File: config.mk
export PLATFORM = sky130hd
export DESIGN_NAME = pc_predict_unit_flat
export DESIGN_NICKNAME = d
export VERILOG_FILES = /design/src/rtl/pc_predict_unit_pkg.sv /design/src/rtl/pc_predict_unit_if.sv /design/src/rtl/pc_predict_unit_btb.sv /design/src/rtl/pc_predict_unit.sv /design/src/flat_wrapper.sv
export SDC_FILE = /design/constraint.sdc
export NUM_CORES = 1
export LEC_CHECK = 0
export BUFFER_PORTS_ARGS = -buffer_cell sky130_fd_sc_hd__buf_2
export CAP_MARGIN = 30
export CORE_MARGIN = 4
export CORE_UTILIZATION = 60
export CTS_CLUSTER_SIZE = 10
export DETAILED_ROUTE_END_ITERATION = 10
export PLACE_DENSITY_LB_ADDON = 0.3
export SLEW_MARGIN = 25
export SYNTH_ARGS = -nofsm -noshare
export SYNTH_HDL_FRONTEND = slang
export SYNTH_SLANG_ARGS = --single-unit
export TNS_END_PERCENT = 50
File: constraint.sdc
create_clock -name clk -period 16.4 [get_ports clk]
set_clock_uncertainty 0.05 [all_clocks]
set_input_delay 3.28 -clock clk [delete_from_list [all_inputs] [get_ports clk]]
set_output_delay 3.28 -clock clk [all_outputs]
set_load 0.01 [all_outputs]
File: src/rtl/pc_predict_unit_pkg.sv
// Shared types for the fetch-side next-PC predictor: branch condition codes
// and the 2-bit BTB counter encodings.
package pc_pkg;

  typedef enum logic [1:0] {
    COND_Z   = 2'b00,
    COND_NZ  = 2'b01,
    COND_LTZ = 2'b10,
    COND_GEZ = 2'b11
  } cond_e;

  typedef enum logic [1:0] {
    SNT = 2'b00,
    WNT = 2'b01,
    WT  = 2'b10,
    ST  = 2'b11
  } ctr_e;

endpackage

File: src/rtl/pc_predict_unit_if.sv
// Fetch/execute-side signal bundle of the next-PC predictor; master drives
// stall/halt and the resolving instruction, slave is the predictor itself.
interface pc_predict_unit_if
  import pc_pkg::*;
#(
  parameter int WIDTH = 16
);
  logic             stall;
  logic             halt;
  logic [WIDTH-1:0] pc_f;
  logic [WIDTH-1:0] pred_next_f;
  logic             ex_valid;
  logic [WIDTH-1:0] ex_pc;
  logic             ex_is_branch;
  logic             ex_is_jump;
  logic             ex_jump_reg;
  cond_e            ex_cond;
  logic             ex_zero;
  logic             ex_ltz;
  logic [WIDTH-1:0] ex_imm;
  logic [WIDTH-1:0] ex_reg;
  logic [WIDTH-1:0] ex_pred_next;
  logic             redirect;
  logic             err;

  modport master (
    output stall, halt, ex_valid, ex_pc, ex_is_branch, ex_is_jump, ex_jump_reg,
           ex_cond, ex_zero, ex_ltz, ex_imm, ex_reg, ex_pred_next,
    input  pc_f, pred_next_f, redirect, err
  );

  modport slave (
    input  stall, halt, ex_valid, ex_pc, ex_is_branch, ex_is_jump, ex_jump_reg,
           ex_cond, ex_zero, ex_ltz, ex_imm, ex_reg, ex_pred_next,
    output pc_f, pred_next_f, redirect, err
  );
endinterface

File: src/rtl/pc_predict_unit_btb.sv
// Direct-mapped branch target buffer: combinational lookup by fetch PC,
// synchronous allocate/update by resolved PC with saturating 2-bit counters.
module btb
  import pc_pkg::*;
#(
  parameter int WIDTH       = 16,
  parameter int BTB_ENTRIES = 8,
  parameter int INSTR_BYTES = 2
) (
  input  logic             clk,
  input  logic             rst,
  input  logic [WIDTH-1:0] rd_pc_i,
  output logic             rd_taken_o,
  output logic [WIDTH-1:0] rd_tgt_o,
  input  logic             wr_en_i,
  input  logic [WIDTH-1:0] wr_pc_i,
  input  logic [WIDTH-1:0] wr_tgt_i,
  input  logic             wr_jmp_i,
  input  logic             wr_taken_i
);
  localparam int OFF_W = $clog2(INSTR_BYTES);
  localparam int IDX_W = $clog2(BTB_ENTRIES);
  localparam int TAG_W = WIDTH - OFF_W - IDX_W;

  typedef struct packed {
    logic             valid;
    logic [TAG_W-1:0] tag;
    logic [WIDTH-1:0] tgt;
    logic             jmp;
    ctr_e             ctr;
  } btb_entry_t;

  btb_entry_t       entry_q [BTB_ENTRIES];
  btb_entry_t       rd_e;
  btb_entry_t       wr_d;
  logic [IDX_W-1:0] rd_idx, wr_idx;
  logic [TAG_W-1:0] rd_tag, wr_tag;
  logic             rd_hit, wr_hit;
  ctr_e             wr_old_ctr;

  function automatic ctr_e ctr_step(input ctr_e c, input logic up);
    if (up) return (c == ST)  ? ST  : ctr_e'(2'(c + 2'd1));
    else    return (c == SNT) ? SNT : ctr_e'(2'(c - 2'd1));
  endfunction

  // Shifting whole PCs keeps the instruction-offset bits out of index and tag.
  assign rd_idx = IDX_W'(rd_pc_i >> OFF_W);
  assign rd_tag = TAG_W'(rd_pc_i >> (OFF_W + IDX_W));
  assign wr_idx = IDX_W'(wr_pc_i >> OFF_W);
  assign wr_tag = TAG_W'(wr_pc_i >> (OFF_W + IDX_W));

  assign rd_e       = entry_q[rd_idx];
  assign rd_hit     = rd_e.valid && (rd_e.tag == rd_tag);
  assign rd_taken_o = rd_hit && (rd_e.jmp || rd_e.ctr == WT || rd_e.ctr == ST);
  assign rd_tgt_o   = rd_e.tgt;

  assign wr_hit     = entry_q[wr_idx].valid && (entry_q[wr_idx].tag == wr_tag);
  assign wr_old_ctr = entry_q[wr_idx].ctr;

  always_comb begin
    // NOTE: every field gets a value on every path, so no latch is inferred.
    wr_d.valid = 1'b1;
    wr_d.tag   = wr_tag;
    wr_d.tgt   = wr_tgt_i;
    wr_d.jmp   = wr_jmp_i;
    wr_d.ctr   = wr_taken_i ? WT : WNT;
    if (wr_hit) wr_d.ctr = ctr_step(wr_old_ctr, wr_taken_i);
  end

  // NOTE: only the valid bits are reset; tag/target/counter are don't-care
  // until an entry is allocated, so the storage needs no reset fan-out.
  always_ff @(posedge clk) begin
    if (rst) begin
      for (int i = 0; i < BTB_ENTRIES; i++) entry_q[i].valid <= 1'b0;
    end else if (wr_en_i) begin
      entry_q[wr_idx] <= wr_d;
    end
  end

endmodule

File: src/rtl/pc_predict_unit.sv
// Fetch PC register with BTB-based next-PC prediction, execute-stage branch
// resolution, one-cycle mispredict redirect and sticky target-overflow flag.
module pc_predict_unit
  import pc_pkg::*;
#(
  parameter int               WIDTH       = 16,
  parameter int               BTB_ENTRIES = 8,
  parameter int               INSTR_BYTES = 2,
  parameter logic [WIDTH-1:0] RESET_PC    = '0
) (
  input logic              clk,
  input logic              rst,
  pc_predict_unit_if.slave bus
);
  localparam logic [WIDTH-1:0] STEP = WIDTH'(INSTR_BYTES);

  logic [WIDTH-1:0] pc_q, pc_d;
  logic             err_q, err_d;
  logic             cond_met, taken, is_ctrl, tgt_ovf, redirect;
  logic [WIDTH-1:0] seq_pc, tgt_base, target, actual;
  logic             btb_taken;
  logic [WIDTH-1:0] btb_tgt, pred_next;

  btb #(
    .WIDTH      (WIDTH),
    .BTB_ENTRIES(BTB_ENTRIES),
    .INSTR_BYTES(INSTR_BYTES)
  ) u_btb (
    .clk       (clk),
    .rst       (rst),
    .rd_pc_i   (pc_q),
    .rd_taken_o(btb_taken),
    .rd_tgt_o  (btb_tgt),
    .wr_en_i   (bus.ex_valid && is_ctrl),
    .wr_pc_i   (bus.ex_pc),
    .wr_tgt_i  (target),
    .wr_jmp_i  (bus.ex_is_jump),
    .wr_taken_i(taken)
  );

  assign pred_next = btb_taken ? btb_tgt : pc_q + STEP;

  always_comb begin
    cond_met = 1'b0;
    case (bus.ex_cond)
      COND_Z:   cond_met =  bus.ex_zero;
      COND_NZ:  cond_met = ~bus.ex_zero;
      COND_LTZ: cond_met =  bus.ex_ltz;
      COND_GEZ: cond_met = ~bus.ex_ltz;
      default:  cond_met = 1'b0;
    endcase
  end

  assign is_ctrl  = bus.ex_is_branch || bus.ex_is_jump;
  assign taken    = bus.ex_is_jump || (bus.ex_is_branch && cond_met);
  assign seq_pc   = bus.ex_pc + STEP;
  assign tgt_base = bus.ex_jump_reg ? bus.ex_reg : seq_pc;
  assign target   = tgt_base + bus.ex_imm;
  assign actual   = taken ? target : seq_pc;
  assign tgt_ovf  = (tgt_base[WIDTH-1] == bus.ex_imm[WIDTH-1]) &&
                    (target[WIDTH-1] != tgt_base[WIDTH-1]);

  // Any resolved instruction whose carried prediction is wrong redirects,
  // control or not; reset masks it.
  assign redirect = !rst && bus.ex_valid && (actual != bus.ex_pred_next);

  always_comb begin
    pc_d = pred_next;
    if (redirect)                   pc_d = actual;
    else if (bus.halt || bus.stall) pc_d = pc_q;
  end

  assign err_d = err_q || (bus.ex_valid && is_ctrl && tgt_ovf);

  // NOTE: state registers use non-blocking assignment so every flop samples
  // the pre-edge values, independent of block ordering.
  always_ff @(posedge clk) begin
    if (rst) begin
      pc_q  <= RESET_PC;
      err_q <= 1'b0;
    end else begin
      pc_q  <= pc_d;
      err_q <= err_d;
    end
  end

  assign bus.pc_f        = pc_q;
  assign bus.pred_next_f = pred_next;
  assign bus.redirect    = redirect;
  assign bus.err         = err_q;

endmodule

File: src/flat_wrapper.sv
// flat-port wrapper written by rule: the top's interface ports become plain ports
module pc_predict_unit_flat import pc_pkg::*;
#(
  parameter int               WIDTH       = 16,
  parameter int               BTB_ENTRIES = 8,
  parameter int               INSTR_BYTES = 2,
  parameter logic [WIDTH-1:0] RESET_PC    = '0
)
  (clk, rst, bus_stall, bus_halt, bus_ex_valid, bus_ex_pc, bus_ex_is_branch, bus_ex_is_jump, bus_ex_jump_reg, bus_ex_cond, bus_ex_zero, bus_ex_ltz, bus_ex_imm, bus_ex_reg, bus_ex_pred_next, bus_pc_f, bus_pred_next_f, bus_redirect, bus_err);
  pc_predict_unit_if #(.WIDTH(WIDTH)) bus_i ();
  input logic clk;
  input logic rst;
  input wire logic [$bits(bus_i.stall)-1:0] bus_stall;
  input wire logic [$bits(bus_i.halt)-1:0] bus_halt;
  input wire logic [$bits(bus_i.ex_valid)-1:0] bus_ex_valid;
  input wire logic [$bits(bus_i.ex_pc)-1:0] bus_ex_pc;
  input wire logic [$bits(bus_i.ex_is_branch)-1:0] bus_ex_is_branch;
  input wire logic [$bits(bus_i.ex_is_jump)-1:0] bus_ex_is_jump;
  input wire logic [$bits(bus_i.ex_jump_reg)-1:0] bus_ex_jump_reg;
  input wire logic [$bits(bus_i.ex_cond)-1:0] bus_ex_cond;
  input wire logic [$bits(bus_i.ex_zero)-1:0] bus_ex_zero;
  input wire logic [$bits(bus_i.ex_ltz)-1:0] bus_ex_ltz;
  input wire logic [$bits(bus_i.ex_imm)-1:0] bus_ex_imm;
  input wire logic [$bits(bus_i.ex_reg)-1:0] bus_ex_reg;
  input wire logic [$bits(bus_i.ex_pred_next)-1:0] bus_ex_pred_next;
  output wire logic [$bits(bus_i.pc_f)-1:0] bus_pc_f;
  output wire logic [$bits(bus_i.pred_next_f)-1:0] bus_pred_next_f;
  output wire logic [$bits(bus_i.redirect)-1:0] bus_redirect;
  output wire logic [$bits(bus_i.err)-1:0] bus_err;
  assign bus_i.stall = bus_stall;
  assign bus_i.halt = bus_halt;
  assign bus_i.ex_valid = bus_ex_valid;
  assign bus_i.ex_pc = bus_ex_pc;
  assign bus_i.ex_is_branch = bus_ex_is_branch;
  assign bus_i.ex_is_jump = bus_ex_is_jump;
  assign bus_i.ex_jump_reg = bus_ex_jump_reg;
  assign bus_i.ex_cond = bus_ex_cond;
  assign bus_i.ex_zero = bus_ex_zero;
  assign bus_i.ex_ltz = bus_ex_ltz;
  assign bus_i.ex_imm = bus_ex_imm;
  assign bus_i.ex_reg = bus_ex_reg;
  assign bus_i.ex_pred_next = bus_ex_pred_next;
  assign bus_pc_f = bus_i.pc_f;
  assign bus_pred_next_f = bus_i.pred_next_f;
  assign bus_redirect = bus_i.redirect;
  assign bus_err = bus_i.err;
  pc_predict_unit #(.WIDTH(WIDTH), .BTB_ENTRIES(BTB_ENTRIES), .INSTR_BYTES(INSTR_BYTES), .RESET_PC(RESET_PC)) u_core (.clk(clk), .rst(rst), .bus(bus_i));
endmodule
==> results by group, run 1 <==
Clock tree
  • H-Tree Level Count: 1
  • TritonCTS clock tree: done
  • Root buffer cell: clkbuf_16
  • Max Root-Sink Buffers: 3
  • Clock transition at path regs: 0.06 ns
  • CTS sink count: 276
  • Num CTS Buffers: 31
  • Post-CTS Setup Inserts: 0
  • CTS Hold Buffers Added: 0
  • # resized after CTS: 0
  • Clk_lat worst skew: 0.54 ns

Synthesis
  • Post-Syn Nets: 1067
  • Yosys cell types: 71
  • Syn. warnings: 0
  • Ys flop type: edfxtp_1
  • Synthesized area: 14100 µm²
  • Seq/Total Area, Yosys: 0.569
  • Synth Area per Inst: 14.5 µm²
  • FF+latch count, synth: 276
  • Ranking of synthesized cells by area: edfxtp_1 (53%), mux4_2 (11%), mux2i_1 (5.8%)
  • Yosys top cell area share: 0.529
  • Dominant cell type by area after synthesis: edfxtp_1
  • Cells after synthesis: 971
  • Async S/R FF share, synth: 0
  • Number of synthesized flops with an enable pin: 248

Detailed routing
  • Post-DRT Antenna Nets: 0
  • Routed len/inst: 25.8 µm
  • Vias per cell: 6.55
  • Final wirelength: 36.6 mm
  • DRT iter0 DRCs: 1169
  • # DRC: 0
  • TritonRoute pass-1 iters: 7
  • Total vias in the final route: 9274

Timing
  • Fin crit share: 0.729
  • Unrepaired setup endpoints after global routing: no
  • Final hold violations: 0
  • Finish-stage setup viols: 0
  • Max Slew Vio Count: 0
  • Max Freq: 0.0837 GHz
  • Max-slew headroom: 0.342
  • Worst slew pin tran: 0.980 ns
  • Final TNS setup: 0 ns
  • Minimum clock period: 11.95 ns

Power
  • PwrDens: 112 nW/µm²
  • Sequential power share: 0.475
  • VDD IR max: 0.0888 mV
  • Tot Pwr: 1.77 mW
  • LEAKAGE: 5.55 nW
  • Switch Pwr: 0.470 mW
  • Switching share of power: 0.266
  • Clock share of power: 0.347
  • Combinational share of power: 0.179
  • Cell internal pwr: 1.30 mW

Die
  • Die X: 161 µm
  • I/O pin cnt: 110
  • Die area: 26000 µm²
  • Initial Util: 0.616
  • Core area: 22800 µm²
  • Die Ht: 161 µm
  • FP Rows: 55

Setup path
  • Startpoint types: input port
  • CP max stage delay: 0.74 ns
  • CP max FO: 42
  • Crit Path Class: in -> out
  • Crit. End Element: output port
  • Slowest cell on crit path: xnor2_1
  • Critical Path AT: 8.62 ns
  • Cell Chain, Critical Path: buf_2 -> nand3_1 -> nor2_1 -> nand2_1 -> xnor2_1 -> mux2_2 -> ha_1 -> nand2_1 -> nor3_1 -> a211oi_2 -> xnor2_1 -> xnor2_1 -> nand3_1 -> o41ai_1 -> nand4b_2 -> nand2_2 -> inv_1 -> buf_2
  • Most common cell on crit path: xnor2_1
  • Required time of the worst setup path: 13.07 ns

Flow run
  • Max_cap viols: 0

Cells and area
  • Util after Layout: 0.693
  • Final #Nets: 1174
  • Area Overhead vs Synth: 12.5%
  • Commonest non-fill, non-tap cell in the layout: edfxtp_1
  • Commonest cells after routing, fill and taps aside: edfxtp_1 (248), buf_2 (110), mux2i_1 (82)
  • Fraction of layout cells with a size suffix above 1: 0.253

Status
  • Status: completed

Global route
  • Vias in the first global route: 9128
  • First-pass GRT wire length: 55.4 mm
  • Initial antenna violation count: 1
  • GRT overflow: 0
  • Largest net degree at the start of global routing: 49
  • Overall routing resource usage: 0.281

Place
  • Gpl congestion: 0.924
  • IO buf count: 109
  • DP HPWL: 24.7 mm

Hold path
  • HP Class: reg -> reg
logic make-up after synthesis:
logic type      Yosys count  share of synthesized area
compound gates          169                     0.0768
simple gates            167                     0.0601
buf+inv                  69                     0.0231
mux                     182                      0.194
fa+ha+maj                21                     0.0190
xor+xnor                 87                     0.0581
flops                   276                      0.569
registers in the layout (all words and copies together) (netlist names), named ones only:
name,cells
u_core.u_btb.entry_q,256
u_core.bus.pc_f,16
u_core.bus.err,1
metal layers:
layer	wire, µm	GRT usage
met5	0	0
met4	968	0.0791
met3	4200	0.0518
met2	16800	0.429
met1	14600	0.421
path summary, 6_finish.rpt:
kind	start	endpoint	slack (ns)	cells past startpoint
min reg2reg	u_core.u_btb.entry_q[4][31]	u_core.u_btb.entry_q[4][31]	0.42	1
min	u_core.u_btb.entry_q[4][31]	u_core.u_btb.entry_q[4][31]	0.42	1
max	bus_ex_pc[3]	bus_redirect	4.45	18
max reg2reg	flip-flop	u_core.bus.pc_f[8]	12.23	12
through the flow:
| stage | std cells | area [µm²] | setup slack, ns | hold WS (ns) |
|---|---|---|---|---|
| after global routing | 1416 | 15800 | 4.10 | 0.442 |
| after floorplan | 971 | 14100 | 5.95 | 0.391 |
| after global placement | 1357 | 15000 | 4.79 | 0.406 |
| final | 1416 | 15800 | 4.45 | 0.424 |
| after detailed placement | 1357 | 15000 | 4.59 | 0.414 |
| after CTS | 1414 | 15800 | 4.58 | 0.427 |
worst max-delay path: cells and delay by family:
family          cells  cell delay, ns
simple gates        8            2.17
xor+xnor            3            1.10
compound gates      2            0.44
buf+inv             3            0.88
fa+ha+maj           1            0.43
mux                 1            0.28
power by group through the flow:
stage	clock (mW)	combinational, mW	sequential (mW)
global placement	0	0.305	0.852
global route	0.650	0.339	0.841
finish	0.613	0.316	0.839
CTS	0.616	0.312	0.838
detailed placement	0	0.310	0.853
floorplan	0	0.219	0.836
Yosys cell counts, types with 10 or more instances:
cell,instances
a21o_1,13
a21oi_1,49
buf_1,10
buf_2,13
clkbuf_1,24
dfxtp_1,28
edfxtp_1,248
ha_1,19
inv_1,15
mux2_2,31
mux2i_1,82
mux4_2,67
nand2_1,46
nand3_1,22
nor2_1,36
o21ai_0,44
xnor2_1,37
xor2_1,46
final cells by class:
cell class              instances  area, µm²
inverters                      16       60.1
flip-flops and latches        276       8010
well taps                     313        392
fillers                      1602       7000
clock buffers                  57        883
diodes                          1       2.50
multi-input cells             626       5810
repair buffers                127        678
No activity file was read; power rests on OpenSTA's default activity.
==> run 2, diff against run 1 <==
--- a/config.mk
+++ b/config.mk
@@ -5,10 +5,11 @@
 export SDC_FILE = /design/constraint.sdc
 export NUM_CORES = 1
 export LEC_CHECK = 0
+export ABC_AREA = 1
 export BUFFER_PORTS_ARGS = -buffer_cell sky130_fd_sc_hd__buf_2
 export CAP_MARGIN = 30
 export CORE_MARGIN = 4
-export CORE_UTILIZATION = 60
+export CORE_UTILIZATION = 55
 export CTS_CLUSTER_SIZE = 10
 export DETAILED_ROUTE_END_ITERATION = 10
 export PLACE_DENSITY_LB_ADDON = 0.3
==> constraint.sdc (replaced) <==
create_clock -name clk -period 9.6 [get_ports clk]
set_clock_uncertainty 0.05 [all_clocks]
set_input_delay 1.92 -clock clk [delete_from_list [all_inputs] [get_ports clk]]
set_output_delay 1.92 -clock clk [all_outputs]
set_load 0.01 [all_outputs]
==> results by group, run 2 <==
Status
  • Status: completed

Hold path
  • HP Start: u_core.u_btb.entry_q[6][31]
  • Hold worst-path end: u_core.u_btb.entry_q[6][31]
  • HP Class: reg -> reg
  • Hold path cells: 2

Setup path
  • Cell Chain, Critical Path: buf_2 -> ha_1 -> nand3_2 -> nor2_4 -> nand2_1 -> xor2_1 -> o21ai_0 -> ha_1 -> nand2_1 -> nor2_1 -> nand3_1 -> nand3_1 -> nand2_1 -> nand2_1 -> nand2_1 -> nand3_1 -> nand2_1 -> inv_1 -> nand4_1 -> nor2_2 -> nand3_4 -> nand2_4 -> inv_1 -> buf_2
  • Crit. End Element: output port
  • Startpoint types: input port
  • Worst reg2reg path depth: 16
  • R2R Path End: u_core.bus.pc_f[14]
  • Crit path buffers/inverters: 4
  • CP max FO: 33
  • CP max stage delay: 0.38 ns
  • Most common cell on crit path: nand2_1
  • Slowest cell on crit path: ha_1
  • Crit Path Class: in -> out
  • Required time of the worst setup path: 7.63 ns
  • FF-to-FF setup slack: 5.50 ns
  • CP delay by family, top: simple AND/OR/NAND/NOR gates
  • Critical Path AT: 5.93 ns

Die
  • I/O pin cnt: 110
  • FP Rows: 59
  • Initial Util: 0.561
  • Core area: 26100 µm²
  • Die X: 171 µm
  • Die area: 29300 µm²
  • Die Ht: 171 µm

Cells and area
  • Max FFs per register: 256
  • Commonest cells after routing, fill and taps aside: nand2_1 (406), edfxtp_1 (248), inv_1 (163)
  • Final #Nets: 1771
  • Area Overhead vs Synth: 11.9%
  • Fraction of layout cells with a size suffix above 1: 0.129
  • Commonest non-fill, non-tap cell in the layout: nand2_1
  • Antenna Diode Count: 0
  • Util after Layout: 0.628
  • Fill count: 2176
  • Reg with most FFs: u_core.u_btb.entry_q
  • Design area: 16400 µm²

Synthesis
  • Async S/R FF share, synth: 0
  • Ys flop type: edfxtp_1
  • Dominant cell type by area after synthesis: edfxtp_1
  • FF+latch count, synth: 276
  • Cells after synthesis: 1587
  • Yosys top cell area share: 0.508
  • Seq/Total Area, Yosys: 0.546
  • Number of synthesized flops with an enable pin: 248
  • Syn. warnings: 0
  • Synthesized area: 14700 µm²
  • Synth Area per Inst: 9.24 µm²
  • Ranking of synthesized cells by area: edfxtp_1 (51%), nand2_1 (10%), nand3_1 (5.5%)
  • Yosys cell types: 51
  • Post-Syn Nets: 1683
  • Top-count cell post-synth: nand2_1
  • Top cells by count, synth: nand2_1 (406), edfxtp_1 (248), inv_1 (164), nand3_1 (161), a21oi_1 (116)

Clock tree
  • Clk_lat worst skew: 0.51 ns
  • Num CTS Buffers: 34
  • Max Root-Sink Buffers: 3
  • # resized after CTS: 0
  • CTS sink count: 276
  • Post-CTS Setup Inserts: 0
  • TritonCTS clock tree: done
  • CTS Hold Buffers Added: 0
  • Root buffer cell: clkbuf_16
  • Clock transition at path regs: 0.05 ns
  • H-Tree Level Count: 2

Detailed routing
  • Final wirelength: 45.7 mm
  • Metal3 WL: 5.95 mm
  • TritonRoute pass-1 iters: 6
  • Post-DRT Antenna Nets: 0
  • Routed met2 length: 20.0 mm
  • # DRC: 0
  • Routed len/inst: 22.5 µm
  • Total vias in the final route: 12600
  • WL met1: 18.1 mm
  • Vias per cell: 6.23
  • DRT iter0 DRCs: 1549
  • Top Metal Used: met4

Global route
  • Initial antenna violation count: 0
  • Vias in the first global route: 11900
  • Largest net degree at the start of global routing: 89
  • First-pass GRT wire length: 68.0 mm
  • Overall routing resource usage: 0.306
  • GRT overflow: 0

Power
  • Switching share of power: 0.280
  • VDD IR max: 0.181 mV
  • Switch Pwr: 0.849 mW
  • Tot Pwr: 3.04 mW
  • Cell internal pwr: 2.19 mW
  • PwrDens: 185 nW/µm²
  • Sequential power share: 0.459
  • LEAKAGE: 6.80 nW
  • Clock share of power: 0.373
  • Combinational share of power: 0.168

Timing
  • Worst Slack Setup Final: 1.70 ns
  • Finish-stage setup viols: 0
  • Max Slew Vio Count: 0
  • Final TNS setup: 0 ns
  • Worst slew pin tran: 1.02 ns
  • Minimum clock period: 7.90 ns
  • Unrepaired setup endpoints after global routing: no
  • Fin crit share: 0.823
  • Max-slew headroom: 0.321
  • Final hold violations: 0
  • Max Freq: 0.127 GHz

Place
  • DP HPWL: 30.3 mm
  • IO buf count: 109
  • Gpl congestion: 1.00
  • Placed inst area: 15400 µm²
  • Pre-CTS WS: 1.81 ns

Flow run
  • Max_cap viols: 0
==> run 2: stage by stage <==
stage / instances / hold WS, ns
after floorplan: 1587 / 0.400
after global placement: 1972 / 0.432
after detailed placement: 1973 / 0.434
after CTS: 2029 / 0.441
after global routing: 2030 / 0.464
final: 2030 / 0.439
==> run 2: power groups by stage <==
stage | clock network, mW | registers (mW) | logic (mW)
3_5_place_dp | 0 | 1.42 | 0.496
6_report | 1.13 | 1.39 | 0.511
5_1_grt | 1.18 | 1.39 | 0.558
3_3_place_gp | 0 | 1.41 | 0.486
2_1_floorplan | 0 | 1.41 | 0.336
4_1_cts | 1.13 | 1.39 | 0.499
==> run 2: how the worst max path moves through the flow <==
| stage | slack [ns] | end | start | depth (start not counted) |
|---|---|---|---|---|
| 6_report | 1.70 | bus_redirect | bus_ex_pc[1] | 24 |
| 5_1_grt | 1.35 | bus_redirect | bus_ex_pc[3] | 25 |
| 4_1_cts | 1.80 | bus_redirect | bus_ex_pc[1] | 25 |
| 3_5_place_dp | 1.81 | bus_redirect | bus_ex_pc[1] | 25 |
| 3_3_place_gp | 1.82 | bus_redirect | bus_ex_pc[1] | 24 |
| 2_1_floorplan | 3.09 | bus_redirect | bus_ex_pc[1] | 21 |
==> run 2: routing by layer <==
metal	up-vias	GRT usage
met1	5903	0.432
met4	0	0.120
met3	132	0.0745
li1	5728	-
met2	879	0.461
met5	-	0
==> run 2: logic make-up (layout without fill, tap and decap cells) <==
group | after synthesis | after routing | synth area share
and+or+nand+nor | 706 | 706 | 0.215
xor gates and xnor gates | 32 | 32 | 0.0191
buffers and inverters | 245 | 353 | 0.0720
AOI/OAI and AO/OA | 308 | 308 | 0.130
DFF | 276 | 276 | 0.546
adders and majority gates | 20 | 20 | 0.0176
==> run 2: area by class of cell <==
class                      instances  area (µm²)  share of cell area
multi-input combinational       1066        5670               0.346
inverter                         170         638              0.0389
timing repair buffer             127         691              0.0421
sequential                       276        8010               0.488
clock inverter                     5        47.5             0.00290
tap                              335         419              0.0256
clock buffer                      51         925              0.0564
==> run 2: worst min-delay path, delay by kind of cell, from the launching register on <==
family | cells | cell delay [ns]
AOI/OAI and AO/OA | 1 | 0.07
buffers and inverters | 1 | 0.07
DFF | 1 | 0.30
==> run 3, diff against run 2 <==
==> constraint.sdc (replaced) <==
create_clock -name clk -period 6.41 [get_ports clk]
set_clock_uncertainty 0.05 [all_clocks]
set_input_delay 1.282 -clock clk [delete_from_list [all_inputs] [get_ports clk]]
set_output_delay 1.282 -clock clk [all_outputs]
set_load 0.01 [all_outputs]
==> results by group, run 3 (synthesized netlist as in run 2, its figures left out) <==
Status
  • Status: completed

Clock tree
  • CTS sink count: 276
  • H-Tree Level Count: 2
  • Post-CTS Setup Inserts: 0
  • TritonCTS clock tree: done
  • Num CTS Buffers: 34
  • Root buffer cell: clkbuf_16
  • CTS Hold Buffers Added: 0
  • Clock transition at path regs: 0.05 ns
  • Max Root-Sink Buffers: 3
  • # resized after CTS: 0
  • Clk_lat worst skew: 0.51 ns

Timing
  • Minimum clock period: 5.92 ns
  • Max-slew headroom: 0.331
  • Final TNS setup: 0 ns
  • Max Slew Vio Count: 0
  • Fin crit share: 0.924
  • Max Freq: 0.169 GHz
  • Final hold violations: 0
  • Worst slew pin tran: 1.00 ns
  • Unrepaired setup endpoints after global routing: no
  • Worst Slack Setup Final: 0.488 ns
  • Finish-stage setup viols: 0
  • Hold slack: 0.452 ns

Cells and area
  • Design area: 16500 µm²
  • Final #Nets: 1783
  • Fin cells: 2039
  • Max FFs per register: 256
  • Commonest non-fill, non-tap cell in the layout: nand2_1
  • Area Overhead vs Synth: 12.4%
  • Commonest cells after routing, fill and taps aside: nand2_1 (406), edfxtp_1 (248), inv_1 (163)
  • Reg with most FFs: u_core.u_btb.entry_q
  • Util after Layout: 0.631
  • Antenna Diode Count: 0
  • Fraction of layout cells with a size suffix above 1: 0.134

Power
  • PwrDens: 276 nW/µm²
  • VDD IR max: 0.270 mV
  • Tot Pwr: 4.55 mW
  • LEAKAGE: 6.85 nW

Setup path
  • CP max stage delay: 0.41 ns
  • Slowest cell on crit path: ha_1
  • Crit Path Class: in -> out
  • CP delay by family, top: simple AND/OR/NAND/NOR gates
  • Crit. End Element: output port
  • Crit path buffers/inverters: 4
  • FF-to-FF setup slack: 2.32 ns
  • Worst reg2reg path depth: 15
  • R2R Path End: u_core.bus.pc_f[15]
  • Critical Path AT: 4.59 ns
  • Required time of the worst setup path: 5.08 ns
  • Startpoint types: input port
  • WP depth: 22
  • Cell Chain, Critical Path: buf_2 -> ha_1 -> nand3_2 -> nor2_4 -> nand2_4 -> xor2_1 -> o21ai_0 -> ha_1 -> nand2_1 -> nor3_1 -> nand2_1 -> nand3_1 -> inv_1 -> nand3_1 -> nand3_1 -> nand3_1 -> nand2_1 -> nor2_2 -> nand3_4 -> nand2_4 -> inv_1 -> buf_2
  • CP Launch Point: bus_ex_pc[1]
  • Most common cell on crit path: nand3_1
  • CP max FO: 8
  • Worst setup path end: bus_redirect

Global route
  • Vias in the first global route: 11900
  • Largest net degree at the start of global routing: 77
  • First-pass GRT wire length: 68.8 mm
  • GRT overflow: 0
  • Overall routing resource usage: 0.309
  • Initial antenna violation count: 0

Detailed routing
  • Total vias in the final route: 12600
  • # DRC: 0
  • DRT iter0 DRCs: 1644
  • Vias per cell: 6.20
  • TritonRoute pass-1 iters: 7
  • Final wirelength: 45.8 mm
  • Post-DRT Antenna Nets: 0
  • Routed len/inst: 22.5 µm

Hold path
  • HP Class: reg -> reg

Die
  • Core area: 26100 µm²
  • Die Ht: 171 µm
  • Die area: 29300 µm²
  • FP Rows: 59
  • I/O pin cnt: 110
  • Die X: 171 µm
  • Initial Util: 0.561

Place
  • Placed inst area: 15500 µm²
  • DP HPWL: 31.3 mm
  • IO buf count: 109
  • Pre-CTS WS: 0.500 ns
  • Gpl congestion: 1.02
  • Placed cell count: 1985

Flow run
  • Max_cap viols: 0
==> run 3: changes by cell type in the layout (fill, tap and decap cells not counted), sizes merged <==
cell / before / now
buf: 127 / 139
clkinv: 5 / 4
inv: 170 / 169
clkbuf: 51 / 50
==> run 3: worst min-delay path, cell delays in order (launching register included) <==
cell	delay, ns
dfxtp_1	0.31
inv_1	0.07
o22ai_1	0.07
==> run 3: final cells by class <==
cell class,count,area [µm²]
Clock inverter,3,23.8
Sequential cell,276,8010
Clock buffer,50,932
Timing Repair Buffer,139,791
Multi-Input combinational cell,1066,5660
Inverter,170,638
Tap cell,335,419
Fill cell,2131,9650
==> run 3: worst min path at each step <==
stage	from	slack [ns]	cells past startpoint	endpoint
after global routing	u_core.u_btb.entry_q[4][31]	0.47	2	u_core.u_btb.entry_q[4][31]
after global placement	u_core.u_btb.entry_q[5][31]	0.43	2	u_core.u_btb.entry_q[5][31]
after CTS	u_core.u_btb.entry_q[0][31]	0.45	2	u_core.u_btb.entry_q[0][31]
after detailed placement	u_core.bus.err	0.44	1	u_core.bus.err
after floorplan	u_core.u_btb.entry_q[3][31]	0.40	2	u_core.u_btb.entry_q[3][31]
final	u_core.u_btb.entry_q[0][31]	0.45	2	u_core.u_btb.entry_q[0][31]
==> run 3: power by group <==
group	internal [mW]	switching [mW]	total [mW]	leakage, nW
clock	1.00	0.695	1.69	0.462
combinational	0.235	0.538	0.772	3.94
sequential	2.05	0.0372	2.09	2.45
==> run 3: per-layer routing <==
metal / share of wire / routed length (µm) / GRT usage
met5: 0 / 0 / 0
met4: 0.031 / 1440 / 0.104
met2: 0.43 / 19700 / 0.458
met1: 0.40 / 18300 / 0.450
met3: 0.14 / 6360 / 0.0777
